File: src/rtl/regfile_wb_arbiter.sv
// Arbitrates the register-file write port between ALU and load writeback, with a starvation guard.
// Build with REGFILE_SCOREBOARD_EN defined to include the outstanding-load scoreboard.
module regfile_wb_arbiter #(
  parameter int unsigned DATA_WIDTH     = 32,
  parameter int unsigned REG_ADDR_WIDTH = 5,
  parameter int unsigned STARVE_LIMIT   = 3
) (
  input  logic                      clk,
  input  logic                      rst,
  input  logic                      alu_valid_i,
  output logic                      alu_ready_o,
  input  logic [REG_ADDR_WIDTH-1:0] alu_rd_i,
  input  logic [DATA_WIDTH-1:0]     alu_data_i,
  input  logic                      mem_valid_i,
  output logic                      mem_ready_o,
  input  logic [REG_ADDR_WIDTH-1:0] mem_rd_i,
  input  logic [DATA_WIDTH-1:0]     mem_data_i,
  input  logic                      issue_i,
  input  logic [REG_ADDR_WIDTH-1:0] issue_rd_i,
  input  logic [REG_ADDR_WIDTH-1:0] rs1_addr_i,
  input  logic [REG_ADDR_WIDTH-1:0] rs2_addr_i,
  output logic                      rs1_busy_o,
  output logic                      rs2_busy_o,
  output logic                      rf_we_o,
  output logic [REG_ADDR_WIDTH-1:0] rf_waddr_o,
  output logic [DATA_WIDTH-1:0]     rf_wdata_o,
  output logic                      wb_sel_o
);

  localparam int unsigned NumRegs   = 2 ** REG_ADDR_WIDTH;
  localparam logic [3:0]  StarveMax = 4'(STARVE_LIMIT);

  logic [3:0] starve_q, starve_d;
  logic       starved;
  logic       alu_xfer, mem_xfer;

  logic                      rf_we_d;
  logic [REG_ADDR_WIDTH-1:0] rf_waddr_d;
  logic [DATA_WIDTH-1:0]     rf_wdata_d;
  logic                      wb_sel_d;

  // Ready is a function of the valids and the starve counter only.
  assign starved     = (starve_q == StarveMax);
  assign mem_ready_o = mem_valid_i & ~(alu_valid_i & starved);
  assign alu_ready_o = alu_valid_i & (~mem_valid_i | starved);
  assign alu_xfer    = alu_valid_i & alu_ready_o;
  assign mem_xfer    = mem_valid_i & mem_ready_o;

  always_comb begin
    starve_d = starve_q;
    if (!alu_valid_i || alu_ready_o) begin
      starve_d = '0;
    end else if (starve_q < StarveMax) begin
      starve_d = starve_q + 4'd1;
    end
  end

  always_comb begin
    rf_we_d    = 1'b0;
    rf_waddr_d = rf_waddr_o;
    rf_wdata_d = rf_wdata_o;
    wb_sel_d   = wb_sel_o;
    if (mem_xfer) begin
      rf_we_d    = (mem_rd_i != '0);
      rf_waddr_d = mem_rd_i;
      rf_wdata_d = mem_data_i;
      wb_sel_d   = 1'b1;
    end else if (alu_xfer) begin
      // x0 writes still complete the handshake but never assert the enable.
      rf_we_d    = (alu_rd_i != '0);
      rf_waddr_d = alu_rd_i;
      rf_wdata_d = alu_data_i;
      wb_sel_d   = 1'b0;
    end
  end

  always_ff @(posedge clk or posedge rst) begin
    if (rst) begin
      starve_q   <= '0;
      rf_we_o    <= 1'b0;
      rf_waddr_o <= '0;
      rf_wdata_o <= '0;
      wb_sel_o   <= 1'b0;
    end else begin
      starve_q   <= starve_d;
      rf_we_o    <= rf_we_d;
      rf_waddr_o <= rf_waddr_d;
      rf_wdata_o <= rf_wdata_d;
      wb_sel_o   <= wb_sel_d;
    end
  end

`ifdef REGFILE_SCOREBOARD_EN
  logic [NumRegs-1:0] pending_q, pending_d;

  // Clear first so a same-cycle issue to the same register wins.
  always_comb begin
    pending_d = pending_q;
    if (mem_xfer) begin
      pending_d[mem_rd_i] = 1'b0;
    end
    if (issue_i && (issue_rd_i != '0)) begin
      pending_d[issue_rd_i] = 1'b1;
    end
    pending_d[0] = 1'b0;
  end

  always_ff @(posedge clk or posedge rst) begin
    if (rst) begin
      pending_q <= '0;
    end else begin
      pending_q <= pending_d;
    end
  end

  assign rs1_busy_o = (rs1_addr_i != '0) & pending_q[rs1_addr_i];
  assign rs2_busy_o = (rs2_addr_i != '0) & pending_q[rs2_addr_i];
`else
  logic unused_sb;
  assign unused_sb  = ^{issue_i, issue_rd_i, rs1_addr_i, rs2_addr_i, NumRegs[0]};
  assign rs1_busy_o = 1'b0;
  assign rs2_busy_o = 1'b0;
`endif

  a_one_ready: assert property (@(posedge clk) disable iff (rst) !(alu_ready_o && mem_ready_o));

endmodule

File: config.mk
export PLATFORM = sky130hd
export DESIGN_NAME = regfile_wb_arbiter
export DESIGN_NICKNAME = d
export VERILOG_FILES = /design/src/rtl/regfile_wb_arbiter.sv
export SDC_FILE = /design/constraint.sdc
export NUM_CORES = 1
export LEC_CHECK = 0
export BUFFER_PORTS_ARGS = -buffer_cell sky130_fd_sc_hd__buf_2
export CORE_AREA = 2 2 71 80
export DETAILED_ROUTE_END_ITERATION = 7
export DIE_AREA = 0 0 73 82
export HOLD_SLACK_MARGIN = 0.12
export PLACE_DENSITY = 0.9
export RECOVER_POWER = 50
export SYNTH_ARGS = -nofsm -noshare
export SYNTH_HDL_FRONTEND = slang
export SYNTH_SLANG_ARGS = --single-unit
File: constraint.sdc
create_clock -name clk -period 3.7 [get_ports clk]
set_input_delay 0.555 -clock clk [delete_from_list [all_inputs] [get_ports clk]]
set_output_delay 0.555 -clock clk [all_outputs]
set_load 0.005 [all_outputs]
==> metrics <==
TNS Setup=0 ns; CTS Buf Count=5; Die ar.=5986 µm²; Diodes inserted=0; Slew @ Worst Pin=1.604 ns; number of max-cap violations=1; FILL cells=454; number of enable flip-flop cells after synthesis=0; clock tree buffer depth=2; Worst Path Arrival=2.18 ns; pre-CTS setup slack=1.240 ns; Initial Utilization=0.4578; final period utilization=0.7386; final wirelength=6013 µm; average size of a mapped cell=11.83 µm²; gpl congestion=0.6670; Hold/Removal Path Class=reg -> reg; gr usage total=0.1928; Max Fclk=365.9 MHz; hold_ws=0.4958 ns; Clock Sinks=43; worst skew pair latency=just under 0.3 ns; Starting DRT DRC Count=107; NetSw=0.3006 mW; P_int=0.8485 mW; Port Buffers=around 120; final setup vio count=0; final hold vios=0; # IOs=137; DR WL/cell=16.34 µm; unrepaired setup endpoints after global routing=false; area of the multi-input gates=1135 µm²; Gate power share=0.217; Seq cells post-synth=43; drt first pass iters=4; leakage=around 1.5 nW; vias in the first global route=1938; Slew headroom=-0.07024; Detail Route Antenna Nets=0; DR WL met3=418 µm; wl on met1=2607 µm; share of flip-flops with an asynchronous set or reset=1.000; Top Layer Used=met4; pin count of the biggest net entering global routing=64; Synth top area share=0.4503; initial antenna violation count=0; sw frac=0.2616; Top FF cell, synth=dfrtp_1; critical path type=reg -> out; failing checks=max-capacitance violations, max-slew violations; Synth area leaders=dfrtp_1 (45%), o221a_1 (17%), a211o_1 (14%); Setup crit end kind=output pin; PwrDens=roughly 380 nW/µm²; DP Cell Count=360; most numerous cell in the Yosys netlist=dfrtp_1; Cells after Synth=202; core area=5220 µm²; Layout area overhead=25.86%; Congestion Overflow GR=0; global-route wire length before repair=~9000 µm; CP startpoint kind=flop; CTS tree=yes; # DRC=0; Final Skew=just under 0.01 ns; Critical Path RT=3.14 ns; Root Buffer=clkbuf_8; post-CTS resize count=0; post-DP HPWL=between 3000 and 4000 µm; Post-CTS Setup Repair Bufs=0; Final Critical Period=between 2 and 3 ns; Cell variety after synth=28; cts hold-fix bufs=0; Seq. cell area=1076 µm²; top post-synthesis cells by count=dfrtp_1 (43), a211o_1 (37), o221a_1 (37), nor2b_1 (21), and2_1 (16); worst vdd ir=0.0002191 V; via/cell ratio=between 5 and 6; metal2 WL=just under 3000 µm; layout cells sized above 1=0.4058; Layout Nets=402; clock power share=0.317; synthesized area=approximately 2400 µm²; Sequential Power Share=0.467; die width=around 73 µm; Std-Cell Rows=28; routed vias=2138; post-synthesis sequential area ratio=0.4503; Die Ht=82 µm; Yosys top cell by area=dfrtp_1; Finished Layout Cells=368; status=finished with violations; Synth warnings=0; CP Max Fanout=40; number of H-tree levels=2; fin. max-slew vios=44; clk slew on worst S/H paths=0.09 ns; setup ws final=~0.97 ns
==> power by group through the flow <==
stage | logic [mW] | clock network (mW) | registers (mW)
floorplan | 0.144 | 0 | 0.549
global placement | 0.245 | 0 | 0.543
detailed placement | 0.254 | 0 | 0.544
CTS | 0.254 | 0.377 | 0.536
global route | 0.274 | 0.399 | 0.542
finish | 0.249 | 0.364 | 0.536
==> metal layers <==
metal,GRT usage,vias to the layer above
li1,-,996
met1,0.2345,1035
met2,0.3396,98
met3,0.05031,9
met4,0.04444,0
met5,0,-
==> through the flow <==
step           power [mW]  area, µm²    util
4_1_cts             1.167       3018  0.5781
2_1_floorplan      0.6933       2394       -
6_report            1.149       3008  0.5762
3_3_place_gp       0.7885       2905  0.5566
5_1_grt             1.214       3008  0.5762
3_5_place_dp       0.7976       2905  0.5566
==> critical path, stage by stage, from the launching register on <==
cell and delay (ns):
dfrtp_1 0.40, ha_1 0.23, nor3b_2 0.19, o21ai_4 0.82
inv_1 0.07, buf_2 0.16
==> path summary, 6_finish.rpt <==
path	end	slack, ns	from	depth (start not counted)
worst max-delay path	alu_ready_o	0.97	starve_q[0]	5
worst min-delay path	wb_sel_o	0.50	wb_sel_o	1
worst max register to register	rf_waddr_o[4]	1.62	starve_q[0]	4
worst min register to register	wb_sel_o	0.50	wb_sel_o	1
max in group asynchronous	starve_q[3]	2.01	rst	2
min in group asynchronous	rf_wdata_o[22]	0.74	rst	2
==> area by class of cell <==
cell class                      instances  area share
Timing Repair Buffer                  120      0.1980
Clock inverter                          3     0.01456
Multi-Input combinational cell        134      0.3773
Sequential cell                        43      0.3577
Inverter                                3    0.004576
Tap cell                               60     0.02496
Clock buffer                            5     0.02288
==> registers in the layout, indices dropped and copies added (netlist names) <==
register	cells
starve_q	4
rf_we_o	1
rf_waddr_o	5
wb_sel_o	1
rf_wdata_o	32
==> kinds of logic after synthesis <==
kind of cell,share of synthesized area
compound gates,0.3293
simple gates,0.1325
flops,0.4503
buf+inv,0.08116
fa+ha+maj,0.005235
other cells,0.001569
==> cells in the final DEF (no fill, tap or decap) <==
cell type,n
o221a_1,37
clkbuf_1,8
nor3b_2,1
buf_2,110
dfrtp_1,43
nor2_1,2
or4_1,2
and2_1,16
or4b_1,1
nor3_1,1
nor2b_1,21
inv_1,2
and3_2,1
ha_1,1
o21ai_4,1
o21a_1,1
buf_4,2
nand2_1,2
bufinv_16,1
inv_4,1
o2bb2ai_1,1
clkinv_2,1
a211o_1,37
o21ai_0,2
clkinv_4,1
and3_1,1
clkbuf_8,5
nand2b_4,1
a21oi_1,3
conb_1,2
Note: power is estimated with default switching activity, not from simulation.
